<file path="config.mk">
export PLATFORM = sky130hd
export DESIGN_NAME = dram_arb
export DESIGN_NICKNAME = d
export VERILOG_FILES = /design/src/rtl/dram_arb_pkg.sv /design/src/rtl/dram_arb_rr2.sv /design/src/rtl/dram_arb.sv
export SDC_FILE = /design/constraint.sdc
export NUM_CORES = 1
export LEC_CHECK = 0
export BUFFER_PORTS_ARGS = -buffer_cell sky130_fd_sc_hd__buf_2
export CORE_AREA = 2 2 123 125
export CTS_CLUSTER_DIAMETER = 120
export DETAILED_ROUTE_END_ITERATION = 10
export DIE_AREA = 0 0 125 127
export GPL_TIMING_DRIVEN = 1
export PLACE_DENSITY = 0.51
export RECOVER_POWER = 100
export SETUP_SLACK_MARGIN = 0.3
export SYNTH_ARGS = -nofsm -noshare
export SYNTH_HDL_FRONTEND = slang
export SYNTH_SLANG_ARGS = --single-unit
export TNS_END_PERCENT = 30
</file>
<file path="constraint.sdc">
create_clock -name clk_i -period 2.75 [get_ports clk_i]
set_input_delay 0.6875 -clock clk_i [delete_from_list [all_inputs] [get_ports clk_i]]
set_output_delay 0.6875 -clock clk_i [all_outputs]
set_load 0.05 [all_outputs]
</file>
<file path="src/rtl/dram_arb_pkg.sv">
// -----------------------------------------------------------------------------
// dram_arb_pkg
// Shared types and constants for the data-RAM arbiter slice.
//   owner_t   : identifies who owns / last owned / is reading the RAM port
//   BYTE_EN_W : width of the byte-enable buses
//   REQ_HOST / REQ_CPU : bit positions of each requester in the 2-bit vectors
// -----------------------------------------------------------------------------
package dram_arb_pkg;

    typedef enum logic [1:0] {
        OWN_NONE = 2'd0,
        OWN_HOST = 2'd1,
        OWN_CPU  = 2'd2
    } owner_t;

    localparam int BYTE_EN_W = 4;

    localparam int REQ_HOST = 0;
    localparam int REQ_CPU  = 1;

    // Map a requester bit position onto its owner encoding.
    function automatic owner_t idx_owner(input logic is_cpu);
        return is_cpu ? OWN_CPU : OWN_HOST;
    endfunction

endpackage

</file>
<file path="src/rtl/dram_arb_rr2.sv">
// -----------------------------------------------------------------------------
// arb_rr2
// Two-way round-robin arbiter with a bounded ownership lock and an exclusive
// mode that reserves the port for requester 0 (host).
// Ports:
//   clk_i, rst_n_i : clock, asynchronous active-low reset
//   req_i[1:0]     : requests (bit 0 host, bit 1 CPU)
//   lock_i[1:0]    : per-requester "keep ownership after this access"
//   excl_i         : exclusive mode, requester 1 is never granted
//   gnt_o[1:0]     : one-hot (or zero) grant, combinational
//   winner_o       : owner encoding of the granted requester this cycle
// -----------------------------------------------------------------------------
module arb_rr2
    import dram_arb_pkg::*;
#(
    parameter int LOCK_MAX = 16
) (
    input  logic       clk_i,
    input  logic       rst_n_i,
    input  logic [1:0] req_i,
    input  logic [1:0] lock_i,
    input  logic       excl_i,
    output logic [1:0] gnt_o,
    output owner_t     winner_o
);

    // The counter never exceeds LOCK_MAX-1, so clog2(LOCK_MAX) bits suffice.
    localparam int               CNT_W   = (LOCK_MAX > 1) ? $clog2(LOCK_MAX) : 1;
    localparam logic [CNT_W-1:0] CNT_LIM = CNT_W'(LOCK_MAX - 1);

    owner_t           r_last_own;
    owner_t           r_lock_own;
    logic [CNT_W-1:0] r_lock_cnt;

    owner_t           w_last_own_next;
    owner_t           w_lock_own_next;
    logic [CNT_W-1:0] w_lock_cnt_next;

    logic [1:0]       w_gnt;
    owner_t           w_winner;
    logic             w_win_lock;
    logic [CNT_W-1:0] w_cnt_base;

    // -------------------------------------------------------------------------
    // Grant selection. Outputs are held at zero while reset is asserted so a
    // requester cannot see an accepted access during reset.
    // -------------------------------------------------------------------------
    always_comb begin
        w_gnt = 2'b00;
        if (!rst_n_i) begin
            w_gnt = 2'b00;
        end else if (excl_i) begin
            w_gnt[REQ_HOST] = req_i[REQ_HOST];
        end else if (r_lock_own == OWN_HOST && req_i[REQ_HOST]) begin
            w_gnt[REQ_HOST] = 1'b1;
        end else if (r_lock_own == OWN_CPU && req_i[REQ_CPU]) begin
            w_gnt[REQ_CPU] = 1'b1;
        end else if (&req_i) begin
            // Contested: whoever did not go last gets the port.
            if (r_last_own == OWN_CPU) begin
                w_gnt[REQ_HOST] = 1'b1;
            end else begin
                w_gnt[REQ_CPU] = 1'b1;
            end
        end else begin
            w_gnt = req_i;
        end
    end

    always_comb begin
        w_winner   = OWN_NONE;
        w_win_lock = 1'b0;
        if (w_gnt[REQ_CPU]) begin
            w_winner   = OWN_CPU;
            w_win_lock = lock_i[REQ_CPU];
        end else if (w_gnt[REQ_HOST]) begin
            w_winner   = OWN_HOST;
            w_win_lock = lock_i[REQ_HOST];
        end
    end

    // -------------------------------------------------------------------------
    // Next-state: a fresh owner starts counting from zero. This also covers
    // exclusive mode overriding a CPU lock: the host wins, so the CPU lock is
    // discarded at this edge. Any cycle without an accepted access drops the
    // lock, which handles the owner releasing its request.
    // -------------------------------------------------------------------------
    always_comb begin
        w_last_own_next = r_last_own;
        w_lock_own_next = OWN_NONE;
        w_lock_cnt_next = '0;
        w_cnt_base      = (r_lock_own == w_winner) ? r_lock_cnt : '0;
        if (w_winner != OWN_NONE) begin
            w_last_own_next = w_winner;
            if (w_win_lock && (w_cnt_base < CNT_LIM)) begin
                w_lock_own_next = w_winner;
                w_lock_cnt_next = w_cnt_base + CNT_W'(1);
            end
        end
    end

    always_ff @(posedge clk_i or negedge rst_n_i) begin
        if (!rst_n_i) begin
            r_last_own <= OWN_HOST;
            r_lock_own <= OWN_NONE;
            r_lock_cnt <= '0;
        end else begin
            r_last_own <= w_last_own_next;
            r_lock_own <= w_lock_own_next;
            r_lock_cnt <= w_lock_cnt_next;
        end
    end

    assign gnt_o    = w_gnt;
    assign winner_o = w_winner;

endmodule

</file>
<file path="src/rtl/dram_arb.sv">
// -----------------------------------------------------------------------------
// dram_arb
// Shares the single data-RAM port between the host loader and the CPU data
// interface. One access per cycle, zero-cycle grant, read data returned one
// cycle later to whichever requester issued the read.
// Ports:
//   clk_i, rst_n_i        : clock, asynchronous active-low reset
//   host_excl_i           : host-exclusive mode (CPU never granted)
//   h_* / c_* inputs      : request bundles (req, lock, we, addr, wdata, byte_en)
//   h_* / c_* outputs     : grant, read data, read-data valid
//   ram_*_o               : RAM strobe, write enable, address, data, byte enables
//   ram_rdata_i           : RAM read data, valid one cycle after a read strobe
// -----------------------------------------------------------------------------
module dram_arb
    import dram_arb_pkg::*;
#(
    parameter int XLEN     = 32,
    parameter int LOCK_MAX = 16
) (
    input  logic                 clk_i,
    input  logic                 rst_n_i,
    input  logic                 host_excl_i,

    input  logic                 h_req_i,
    input  logic                 h_lock_i,
    input  logic                 h_we_i,
    input  logic [XLEN-1:0]      h_addr_i,
    input  logic [XLEN-1:0]      h_wdata_i,
    input  logic [BYTE_EN_W-1:0] h_byte_en_i,
    output logic                 h_gnt_o,
    output logic [XLEN-1:0]      h_rdata_o,
    output logic                 h_rvld_o,

    input  logic                 c_req_i,
    input  logic                 c_lock_i,
    input  logic                 c_we_i,
    input  logic [XLEN-1:0]      c_addr_i,
    input  logic [XLEN-1:0]      c_wdata_i,
    input  logic [BYTE_EN_W-1:0] c_byte_en_i,
    output logic                 c_gnt_o,
    output logic [XLEN-1:0]      c_rdata_o,
    output logic                 c_rvld_o,

    output logic                 ram_en_o,
    output logic                 ram_we_o,
    output logic [XLEN-1:0]      ram_addr_o,
    output logic [XLEN-1:0]      ram_wdata_o,
    output logic [BYTE_EN_W-1:0] ram_byte_en_o,
    input  logic [XLEN-1:0]      ram_rdata_i
);

    // Requester-indexed views of the two bundles (0 = host, 1 = CPU).
    logic [1:0]           w_req;
    logic [1:0]           w_lock;
    logic [1:0]           w_we;
    logic [XLEN-1:0]      w_addr    [2];
    logic [XLEN-1:0]      w_wdata   [2];
    logic [BYTE_EN_W-1:0] w_byte_en [2];
    logic [1:0]           w_gnt;
    logic [1:0]           w_rvld;
    logic [XLEN-1:0]      w_rdata   [2];
    owner_t               w_winner;
    logic                 w_sel;

    owner_t               r_rd_tag;

    assign w_req  = {c_req_i,  h_req_i};
    assign w_lock = {c_lock_i, h_lock_i};
    assign w_we   = {c_we_i,   h_we_i};

    assign w_addr[REQ_HOST]    = h_addr_i;
    assign w_addr[REQ_CPU]     = c_addr_i;
    assign w_wdata[REQ_HOST]   = h_wdata_i;
    assign w_wdata[REQ_CPU]    = c_wdata_i;
    assign w_byte_en[REQ_HOST] = h_byte_en_i;
    assign w_byte_en[REQ_CPU]  = c_byte_en_i;

    arb_rr2 #(
        .LOCK_MAX (LOCK_MAX)
    ) u_arb (
        .clk_i    (clk_i),
        .rst_n_i  (rst_n_i),
        .req_i    (w_req),
        .lock_i   (w_lock),
        .excl_i   (host_excl_i),
        .gnt_o    (w_gnt),
        .winner_o (w_winner)
    );

    // Grants are one-hot, so the CPU grant bit alone selects the bundle.
    assign w_sel = w_gnt[REQ_CPU];

    // -------------------------------------------------------------------------
    // RAM port mux. Idle cycles drive all-zero so the RAM sees clean buses.
    // Byte enables are suppressed on reads.
    // -------------------------------------------------------------------------
    always_comb begin
        ram_en_o      = 1'b0;
        ram_we_o      = 1'b0;
        ram_addr_o    = '0;
        ram_wdata_o   = '0;
        ram_byte_en_o = '0;
        if (|w_gnt) begin
            ram_en_o    = 1'b1;
            ram_we_o    = w_we[w_sel];
            ram_addr_o  = w_addr[w_sel];
            ram_wdata_o = w_wdata[w_sel];
            if (w_we[w_sel]) begin
                ram_byte_en_o = w_byte_en[w_sel];
            end
        end
    end

    // -------------------------------------------------------------------------
    // Read-tag pipeline: remembers who issued the read so the RAM's one-cycle
    // data can be steered back. Async reset drops a pending response at once.
    // -------------------------------------------------------------------------
    always_ff @(posedge clk_i or negedge rst_n_i) begin
        if (!rst_n_i) begin
            r_rd_tag <= OWN_NONE;
        end else if (ram_en_o && !ram_we_o) begin
            r_rd_tag <= w_winner;
        end else begin
            r_rd_tag <= OWN_NONE;
        end
    end

    for (genvar gi = 0; gi < 2; gi++) begin : g_resp
        assign w_rvld[gi]  = (r_rd_tag == idx_owner(1'(gi)));
        assign w_rdata[gi] = w_rvld[gi] ? ram_rdata_i : '0;
    end

    assign h_gnt_o   = w_gnt[REQ_HOST];
    assign c_gnt_o   = w_gnt[REQ_CPU];
    assign h_rvld_o  = w_rvld[REQ_HOST];
    assign c_rvld_o  = w_rvld[REQ_CPU];
    assign h_rdata_o = w_rdata[REQ_HOST];
    assign c_rdata_o = w_rdata[REQ_CPU];

endmodule

</file>
## Yosys cells after proc, flatten, opt, wreduce, memory -nomap -nowiden

Cells that the tools add are included.

| operators by class | value |
|---|---|
| add/sub/neg operators | 1 |
| magnitude comparators | 3 |
| equal/unequal tests | 6 |
| mux-type cells | 39 |
| bitwise operators | 1 |
| reduce and logical (&&, ||, !) cells | 8 |

Operator list:

| cell | count |
|---|---|
| 32-bit two-way mux | 10 |
| 4-bit two-way mux | 8 |
| 1-bit two-way mux | 15 |
| 2-bit two-way mux | 6 |
| 2-bit equality test, second input constant | 3 |
| 4-bit by 1-bit adder with 4-bit output, second input constant | 1 |
| 2-bit by 1-bit equality test with 1-bit output, second input constant | 2 |
| 1-bit logical AND | 4 |
| 4-bit < comparator, second input constant | 1 |
| 2-bit equality test | 1 |
| 2-bit greater-or-equal comparator, second input constant | 1 |
| 1-bit by 2-bit < comparator with 1-bit output, second input constant | 1 |
| 1-bit inverter with 2-bit output | 1 |
| 2-bit AND reduction | 1 |
| 2-bit nonzero test | 1 |
| 2-bit OR reduction | 1 |
| 1-bit logical NOT | 1 |

| word-level totals | value |
|---|---|
| flip-flop bits (word level) | 10 |
| output and inout bits | 138 |
| word-level logic and storage cells | 62 |

## Logic depth before layout (Yosys ltp)

Gate-level depths: netlist of run 1.

| logic depth | value |
|---|---|
| depth after elaboration | 15 |
| mapped depth | 8 |
| mapped depth without buffers | 8 |

## By module

Synthesis of run 1 repeated with hierarchy kept, for this count alone.

| second synthesis, totals | value |
|---|---|
| cell total of the unflattened synthesis | 363 |
| area total of the unflattened synthesis | 2097.0 um^2 |

By module, submodules not included:

| module | instances | cells an instance | area an instance (um^2) | sequential area each (um^2) |
|---|---|---|---|---|
| dram_arb | 1 | 309 | 1512.7 | 50.0 |
| arb_rr2 | 1 | 54 | 584.3 | 201.4 |

## Worst setup path before layout of run 1

OpenSTA, ideal clock, no wires.

| timing | value |
|---|---|
| path type | input -> output |
| start | input port h_req_i |
| end | output port ram_addr_o[25] |
| arrival | 2.596 ns |
| slack | -0.534 ns |
| stages on the path | 6 |
| path buffers | 2 |
| cells stage by stage | nor4bb_1 > a2111o_1 > and2_1 > clkbuf_1 > clkbuf_1 > a22o_1 |

RTL lines:

| item | RTL line | source |
|---|---|---|
| from (decl) | dram_arb.sv:24 | `input logic h_req_i,` |
| 2-bit AND reduction | dram_arb_rr2.sv:58 | `end else if (&req_i) begin` |
| 2-bit two-way mux | dram_arb_rr2.sv:58 |  |
| 1-bit two-way mux | dram_arb_rr2.sv:56 | `end else if (r_lock_own == OWN_CPU && req_i[REQ_CPU]) begin` |
| 1-bit two-way mux | dram_arb_rr2.sv:54 | `end else if (r_lock_own == OWN_HOST && req_i[REQ_HOST]) begin` |
| 1-bit two-way mux (*) | dram_arb_rr2.sv:52 | `end else if (excl_i) begin` |
| 2-bit two-way mux (*) | dram_arb_rr2.sv:50 | `if (!rst_n_i) begin` |
| net h_gnt_o | dram_arb.sv:30 | `output logic h_gnt_o,` |
| 2-bit OR reduction (*) | dram_arb.sv:103 | `if (\|w_gnt) begin` |
| 32-bit two-way mux (*) | dram_arb.sv:103 |  |
| to (decl) | dram_arb.sv:46 | `output logic [XLEN-1:0] ram_addr_o,` |

Mark *: on every way through the listed nets, which the timed path passes. The rest lies on a longest branch. The select of a mux whose other input is x is not followed.

## Final worst setup path of run 1

| timing | value |
|---|---|
| start | register u_arb.r_last_own[0] |
| end | output port ram_wdata_o[10] |

| on the way | value |
|---|---|
| word-level cells in the longest chain between the ends | 12 |

RTL lines:

| item | RTL line | source |
|---|---|---|
| from (decl) | dram_arb_rr2.sv:31 | `owner_t r_last_own;` |
| from (signal assigned) | dram_arb_rr2.sv:108 | `r_last_own <= w_last_own_next;` |
| 2-bit equality test (*) | dram_arb_rr2.sv:60 | `if (r_last_own == OWN_CPU) begin` |
| 1-bit two-way mux | dram_arb_rr2.sv:60 |  |
| 2-bit two-way mux (*) | dram_arb_rr2.sv:58 |  |
| 1-bit two-way mux | dram_arb_rr2.sv:56 |  |
| 1-bit two-way mux | dram_arb_rr2.sv:54 |  |
| 1-bit two-way mux | dram_arb_rr2.sv:52 |  |
| 2-bit two-way mux (*) | dram_arb_rr2.sv:50 |  |
| 1-bit inverter with 2-bit output (implied by the code) | dram_arb.sv:107 | `ram_wdata_o = w_wdata[w_sel];` |
| 32-bit two-way mux (implied by the code) (3 in a row) | dram_arb.sv:107 |  |
| 32-bit two-way mux (*) | dram_arb.sv:103 |  |
| to (decl) | dram_arb.sv:47 | `output logic [XLEN-1:0] ram_wdata_o,` |

Every way passes the cells marked *; elsewhere a longest branch is shown, timed or not. The select of a mux whose other input is x is not followed.

==> flow_summary.toml, run 1 <==
[die]
die_x_um = 125
core_area_um2 = 14400
dieArea_um2 = 15900
start_util = 0.117
die_y_um = 127
fp-row-count = 44
pin_count = 315

[sta]
finalHoldViolations = 0
fin_setup_tns_ps = -12010
rsz0062_at_grt = "yes"
min_period_ps = 2950
clock.fmax_mhz = 338
tightestPinTransition_ps = 295
setup_viol = 69
relSlewSlack = 0.801
hold_slack_ps = 550
maxSlewViolCount = 0
fin_crit_sh = 1.07
skew_ps = 0.920
worst_slack_ps = -204

[route]
num_vias = 3201
wirelength_um = 13000
drt_iter0_drc = 53
drc = 0
drt-pass1-iter-count = 5
vias_per_cell = 4.34
wire_per_inst_um = 17.7
drtAntennaViolNets = 0

[cells_and_area]
final_common_cell = "buf_2"
drive_above_1_share = 0.788
n_fill_cell = 1427
fin_area_um2 = 5150
layout_common_cells = "buf_2 (241), and2_1 (67), a22o_4 (50), buf_6 (39), buf_8 (27)"
num_antenna_cells = 0
syn2layout_area_growth_pct = 205
fin_nets = 732
final_util = 0.357

[power]
power.density_nw_per_um2 = 332
p_leak_nw = 2.87
power_mw = 1.71
worst_ir_drop_vdd_v = 0.000165

[logic_synthesis]
synth_flop_cell = "dfrtp_1"
netlist_top_cells_area = "a22o_1 (34%), and2_1 (25%), dfrtp_1 (13%)"
postSynthNetCount = 396
async_reset_ff_frac = 1.00
netlist-cell-type-count = 36
synth_area_leader_cell = "a22o_1"
syn_inst = 218
synth_area_per_cell_um2 = 7.75
synth_top_area_frac = 0.337
ys_ff_latch = 10
synth_edf_count = 0
yosys_warnings = 0
yosysSeqAreaShare = 0.149
synth_area_um2 = 1690

[worst_setup_path]
start_kind = "register"
setup.worst_path.end = "ram_wdata_o[10]"
endpoint_kind = "output pin"
regToRegStartpoint = "u_arb.r_lock_own[0]"
timing.rr.end = "u_arb.r_lock_cnt[3]"
crit_fanout = 8
required_ps = 2060
r2r_cells = 10
worstSetupStartpoint = "u_arb.r_last_own[0]"
reg2reg_slack_ps = 360
criticalPathCategory = "reg2out"
arrival_ps = 2270

[global_routing]
grt_pass1_vias = 3215
overflow = 0
grtUsageTotal = 0.136
grt_max_degree = 34
grt_pass1_wl_um = 17400
grt_antenna_before_repair = 1

[clock_network]
cts_tree = "yes"
h-tree-depth = 1
clk_path_buf_depth = 2
clock-root-buffer = "clkbuf_16"
clkSinkCount = 10
cts.clk_slew.worst_paths_ps = 40
insertion_delay_ps = 240
cts_buffers = 3

[worst_hold_path]
hp-class = "reg2reg"
hold_depth = 2

[place]
io_buffers = 314
placed_cell_area_um2 = 4090
place.gp.congestion = 0.896
dpl.hpwl_um = 9720

[run_status]
violations = "setup timing"
status = "finished, violations left"

[run]
cap_violations = 0
Yosys cell counts (2+ instances only):
library cell / n
and2_1: 68
buf_2: 6
nor2_1: 3
a32o_1: 3
nor2b_1: 4
inv_1: 6
a221oi_1: 2
nand4b_1: 2
nand3_1: 4
o21ai_0: 3
a22oi_1: 2
clkbuf_1: 16
nand2b_1: 2
dfrtp_1: 9
a21oi_1: 3
a22o_1: 65
metal layers:
| metal | routed length (µm) | track usage | vias up | share of wire |
|---|---|---|---|---|
| met1 | 4680 | 0.156 | 1481 | 0.36 |
| met3 | 1120 | 0.0272 | 13 | 0.086 |
| met2 | 7010 | 0.264 | 210 | 0.54 |
| li1 | - | - | 1495 | - |
| met4 | 195 | 0.0255 | 2 | 0.015 |
| met5 | 16 | 0 | - | 0.0012 |
logic make-up after synthesis:
family / synth area share
buf+inv: 0.0688
flops: 0.149
fa+ha+maj: 0.00740
compound gates: 0.434
simple gates: 0.340
registers in the layout, indices dropped and copies added (netlist names):
| signal | cells |
|---|---|
| u_arb.r_lock_cnt | 4 |
| r_rd_tag | 2 |
| u_arb.r_last_own | 2 |
| u_arb.r_lock_own | 2 |
how the worst min path moves through the flow:
| stage | start | end |
|---|---|---|
| CTS | rst_n_i | u_arb.r_last_own[1] |
| detailed placement | u_arb.r_last_own[1] | u_arb.r_last_own[1] |
| global route | u_arb.r_last_own[0] | u_arb.r_last_own[0] |
| finish | u_arb.r_last_own[1] | u_arb.r_last_own[1] |
| floorplan | rst_n_i | r_rd_tag[0] |
| global placement | u_arb.r_last_own[0] | u_arb.r_last_own[0] |
power by group:
part	total, mW	switching [mW]	internal, mW	leakage [nW]
Combinational	1.25	0.699	0.550	2.69
Sequential	0.170	0.0100	0.160	0.133
Clock	0.294	0.0749	0.219	0.0442
layout make-up:
cell class / count / area [µm²] / area share
tap: 184 / 230 / 0.0447
timing repair buffer: 352 / 2700 / 0.523
clock buffer: 4 / 88.8 / 0.0172
multi-input combinational: 180 / 1860 / 0.361
inverter: 7 / 28.8 / 0.00558
sequential: 10 / 251 / 0.0488
critical path, stage by stage (launching register included):
cell       delay, ps
dfstp_2          560
and4b_2          260
a2111o_1         350
and2_4           250
clkbuf_16        190
a22o_4           250
buf_8            150
metrics by stage:
stage          instances  setup slack (ps)
4_1_cts              728              -220
2_1_floorplan        218             -55.0
3_3_place_gp         720              -259
6_report             737              -204
3_5_place_dp         720              -333
5_1_grt              737              -246
repair_timing:
action / CTS / global route
hold buffers: 0 / 0
buffers inserted: 1 / 2
cloned: 3 / 7
resized for setup: 148 / 54
endpoints found under the setup margin: 71 / 75
pin swaps: 6 / 28
(Power assumes the default switching activity.)
==> run 2: changes to the inputs <==
Settings changed: PLACE_DENSITY 0.51 to 0.5, SLEW_MARGIN set to 20.
Clock period 2.75 ns to 3 ns, I/O delays scaled along.
==> run 2 against run 1 <==
The run still ends with setup timing left. Via count decreased by 1.8%. First-iteration DRC count increased by 5.7%. Clock power decreased by 11%. Non-clock buffer count decreased by 9. Total power decreased by 13%. Worst setup slack improved by 130 ps. Final cell count decreased by 1.4%. Largest cell class unchanged.
==> flow_summary.toml, run 2 (synthesized netlist as in run 1, its figures left out) <==
[clock_network]
cts_tree = "yes"
h-tree-depth = 1
insertion_delay_ps = 230
cts_buffers = 3
clk_path_buf_depth = 2
clock-root-buffer = "clkbuf_16"
clkSinkCount = 10
ctsHoldBuffers = 0
cts.clk_slew.worst_paths_ps = 40

[die]
dieArea_um2 = 15900
fp-row-count = 44
pin_count = 315
core_area_um2 = 14400
start_util = 0.117
die_y_um = 127
die_x_um = 125

[global_routing]
overflow = 0
grt_pass1_wl_um = 16900
grtUsageTotal = 0.133
grt_antenna_before_repair = 2
grt_pass1_vias = 3001
grt_max_degree = 34

[sta]
skew_ps = 2.24
maxSlewViolCount = 0
clock.fmax_mhz = 325
finalHoldViolations = 0
fin_crit_sh = 1.02
min_period_ps = 3070
setup_viol = 47
relSlewSlack = 0.688
rsz0062_at_grt = "yes"
tightestPinTransition_ps = 463
worst_slack_ps = -74.2

[route]
drt_iter0_drc = 56
drc = 0
wirelength_um = 11800
drt-pass1-iter-count = 4
wire_per_inst_um = 16.2
num_vias = 3144
drtAntennaViolNets = 0
vias_per_cell = 4.32

[worst_setup_path]
arrival_ps = 2320
critPathSlowestCell = "a2111o_1"
endpoint_kind = "output pin"
start_kind = "input pin"
crit_fanout = 29
required_ps = 2250
max_stage_delay_ps = 390
regToRegStartpoint = "u_arb.r_lock_own[1]"
criticalPathCategory = "in2out"
cp.buffers_inverters = 3
cp.depth = 7
crit_path_cell_trace = "buf_8, and3b_2, a2111o_1, and2_4, buf_12, a22o_1, buf_6"
timing.rr.end = "u_arb.r_lock_cnt[1]"
r2r_cells = 9
worstSetupStartpoint = "h_req_i"
setup.worst_path.end = "ram_wdata_o[2]"
reg2reg_slack_ps = 590
critPathTopFamily = "compound AO/OA/AOI/OAI gates"

[run]
cap_violations = 0

[place]
place.gp.congestion = 0.901
io_buffers = 314
dpl.hpwl_um = 10100
pre_cts_ws_ps = -193

[power]
internal_power_mw = 0.811
p_leak_nw = 2.75
switching_share = 0.458
p_clk_frac = 0.175
pwr-share-comb = 0.720
power_frac_seq = 0.105
switchingPower_mw = 0.686
worst_ir_drop_vdd_v = 0.000146
power_mw = 1.50
power.density_nw_per_um2 = 306

[run_status]
status = "finished, violations left"
violations = "setup timing"

[cells_and_area]
final_util = 0.339
n_fill_cell = 1494
syn2layout_area_growth_pct = 189
multi_input_area_um2 = 1790
regArea_um2 = 251
fin_nets = 722
largest_reg_flops = 4
num_antenna_cells = 0
drive_above_1_share = 0.766
final_common_cell = "buf_2"
layout_common_cells = "buf_2 (242), and2_1 (67), a22o_4 (47), buf_6 (42)"
top_register = "u_arb.r_lock_cnt"

[worst_hold_path]
hp-class = "in2async"
## run 2: changes by cell type in the layout (fill, tap and decap cells not counted), sizes merged
| cell | before | now |
|---|---|---|
| buf | 346 | 341 |
| clkbuf | 10 | 6 |
| and2 | 69 | 68 |
## run 2: per-stage QoR
step	std cells	setup TNS, ps	instance area (µm²)	hold slack, ps
2_1_floorplan	218	0	2060	454
3_3_place_gp	720	-9930	4100	543
3_5_place_dp	720	-11300	4100	555
4_1_cts	725	-2110	4750	501
5_1_grt	727	-3930	4890	517
6_report	727	-2120	4890	498
## run 2: power groups by stage
stage	Sequential (mW)	Clock [mW]	Combinational, mW
finish	0.157	0.262	1.08
CTS	0.157	0.268	1.05
global placement	0.157	0	0.907
detailed placement	0.157	0	0.913
global route	0.159	0.274	1.12
floorplan	0.153	0	0.587
## run 2: timing repair
| item | CTS | global route |
|---|---|---|
| endpoints found under the setup margin | 71 | 92 |
| gates cloned | 1 | 1 |
| buffers inserted | 0 | 1 |
| gates resized for setup | 150 | 24 |
| endpoints found under the hold margin | 0 | 0 |
| pin swaps | 15 | 5 |
## run 2: cell type report
cell class / instances / area share
Inverter: 7 / 0.00537
Multi-Input combinational cell: 179 / 0.367
Sequential cell: 10 / 0.0514
Tap cell: 184 / 0.0471
Clock buffer: 4 / 0.0182
Timing Repair Buffer: 343 / 0.511
## run 2: per-layer routing
metal | share of wire | up-vias | GRT usage
met5 | 0.0023 | - | 0
li1 | - | 1473 | -
met2 | 0.54 | 208 | 0.260
met1 | 0.36 | 1451 | 0.151
met4 | 0.0057 | 4 | 0.0170
met3 | 0.091 | 8 | 0.0297
## run 2: worst min-delay path by stage
stage	start	endpoint	slack [ps]	cells after the start
2_1_floorplan	rst_n_i	r_rd_tag[0]	450	0
3_3_place_gp	u_arb.r_last_own[0]	u_arb.r_last_own[0]	540	1
3_5_place_dp	u_arb.r_last_own[0]	u_arb.r_last_own[0]	560	1
4_1_cts	rst_n_i	u_arb.r_lock_cnt[2]	500	2
5_1_grt	rst_n_i	u_arb.r_lock_cnt[2]	520	2
6_report	rst_n_i	u_arb.r_lock_own[1]	500	2
==> run 3: changes to the inputs <==
Settings changed: CTS_BUF_LIST set to sky130_fd_sc_hd__clkbuf_2 sky130_fd_sc_hd__clkbuf_4 sky130_fd_sc_hd__clkbuf_8.
==> run 3 against run 2 <==
The flow still finishes with violations (setup timing). Final area is 0.77% lower. Flip-flop and latch count stayed put. Worst setup slack got worse by 3.2 ps. Core utilization shrank 0.26 points. Die area stayed put. Combinational power about the same. Hold slack worse by 3.3 ps. Non-clock buffer count unchanged. Critical path depth is the same. Clock skew shrank 0.50 ps. Critical path type unchanged.
==> flow_summary.toml, run 3 (synthesized netlist as in run 1, its figures left out) <==
[place]
pre_cts_ws_ps = -193
io_buffers = 314
placed_cell_area_um2 = 4100
dpl.hpwl_um = 10100
place.gp.congestion = 0.901

[worst_setup_path]
start_kind = "input pin"
required_ps = 2250
criticalPathCategory = "in2out"
endpoint_kind = "output pin"
arrival_ps = 2330
critPathSlowestCell = "a2111o_1"
crit_fanout = 29
crit_path_cell_trace = "buf_8, and3b_2, a2111o_1, and2_4, buf_12, a22o_1, buf_6"
max_stage_delay_ps = 390
reg2reg_slack_ps = 560

[global_routing]
grtUsageTotal = 0.134
overflow = 0
grt_max_degree = 34
grt_pass1_wl_um = 17000
grt_pass1_vias = 3010
grt_antenna_before_repair = 2

[clock_network]
cts.clk_slew.worst_paths_ps = 50
h-tree-depth = 1
cts_tree = "yes"
clk_path_buf_depth = 2
ctsHoldBuffers = 0
clock-root-buffer = "clkbuf_8"
cts_buffers = 3
clkSinkCount = 10
insertion_delay_ps = 240

[power]
worst_ir_drop_vdd_v = 0.000113
p_leak_nw = 2.73
power.density_nw_per_um2 = 290

[sta]
min_period_ps = 3080
fin_crit_sh = 1.03
setup_viol = 47
skew_ps = 1.74
clock.fmax_mhz = 325
rsz0062_at_grt = "yes"
finalHoldViolations = 0
maxSlewViolCount = 0
relSlewSlack = 0.673
worst_slack_ps = -77.4
tightestPinTransition_ps = 486

[die]
pin_count = 315
die_x_um = 125
fp-row-count = 44
dieArea_um2 = 15900
core_area_um2 = 14400
start_util = 0.117
die_y_um = 127

[route]
vias_per_cell = 4.33
drtAntennaViolNets = 0
drc = 0
drt_iter0_drc = 70
wire_per_inst_um = 16.3
num_vias = 3145
drt-pass1-iter-count = 4
wirelength_um = 11900

[worst_hold_path]
hp-class = "in2async"

[cells_and_area]
multi_input_area_um2 = 1790
syn2layout_area_growth_pct = 187
layout_common_cells = "buf_2 (242), and2_1 (67), a22o_4 (47), buf_6 (43), buf_4 (21)"
top_register = "u_arb.r_lock_cnt"
n_fill_cell = 1497
largest_reg_flops = 4
final_util = 0.336
fin_nets = 722
num_antenna_cells = 0
fin_area_um2 = 4850
drive_above_1_share = 0.766
final_common_cell = "buf_2"
regArea_um2 = 251

[run_status]
violations = "setup timing"
status = "finished, violations left"

[run]
cap_violations = 0
## run 3: cell types whose count changed in the layout (fill, tap and decap cells not counted)
cell,previous run,this run
buf_8,21,20
clkbuf_8,1,4
clkbuf_16,4,1
buf_6,42,43
## run 3: through the flow
step / setup TNS [ps] / hold slack [ps] / power, mW / instances
final: -2230 / 495 / 1.40 / 727
after global routing: -4160 / 513 / 1.46 / 727
after CTS: -2110 / 497 / 1.38 / 725
after detailed placement: -11300 / 555 / 1.07 / 720
after global placement: -9930 / 543 / 1.06 / 720
after floorplan: 0 / 454 / 0.741 / 218
## run 3: path summary, 6_finish.rpt
kind | start | end | cells after the start
max | h_req_i | ram_wdata_o[2] | 7
min | rst_n_i | u_arb.r_lock_own[1] | 2
max reg2reg | u_arb.r_lock_own[1] | u_arb.r_lock_cnt[3] | 9
min reg2reg | u_arb.r_last_own[1] | u_arb.r_last_own[1] | 2
max in group asynchronous | rst_n_i | u_arb.r_last_own[0] | 2
min in group clk_i | u_arb.r_last_own[1] | u_arb.r_last_own[1] | 2
## run 3: layout make-up
| type | instances | share of cell area |
|---|---|---|
| timing repair buffer | 343 | 0.514 |
| multi-input combinational | 179 | 0.370 |
| sequential | 10 | 0.0518 |
| tap | 184 | 0.0475 |
| clock buffer | 4 | 0.0113 |
| inverter | 7 | 0.00542 |
## run 3: timing repair
item	in CTS	in global routing
gates resized for setup	150	23
pin swaps	15	5
endpoints found under the setup margin	71	93
setup buffers	0	1
cloned	1	1
## run 3: critical path, delay by kind of cell
kind	cells	cell delay [ps]
AO/OA/AOI/OAI	2	670
buffers and inverters	3	450
AND/OR/NAND/NOR	2	440
## run 3: report_power, final
group          total (mW)  switching [mW]  internal (mW)
clock               0.170          0.0548          0.116
combinational        1.08           0.614          0.463
sequential          0.157          0.0110          0.146
## run 3: routing by layer
metal,wire (µm),vias to the layer above,track usage
met4,94,4,0.0190
li1,-,1475,-
met2,6390,209,0.262
met1,4260,1447,0.151
met5,27,-,0
met3,1090,10,0.0297
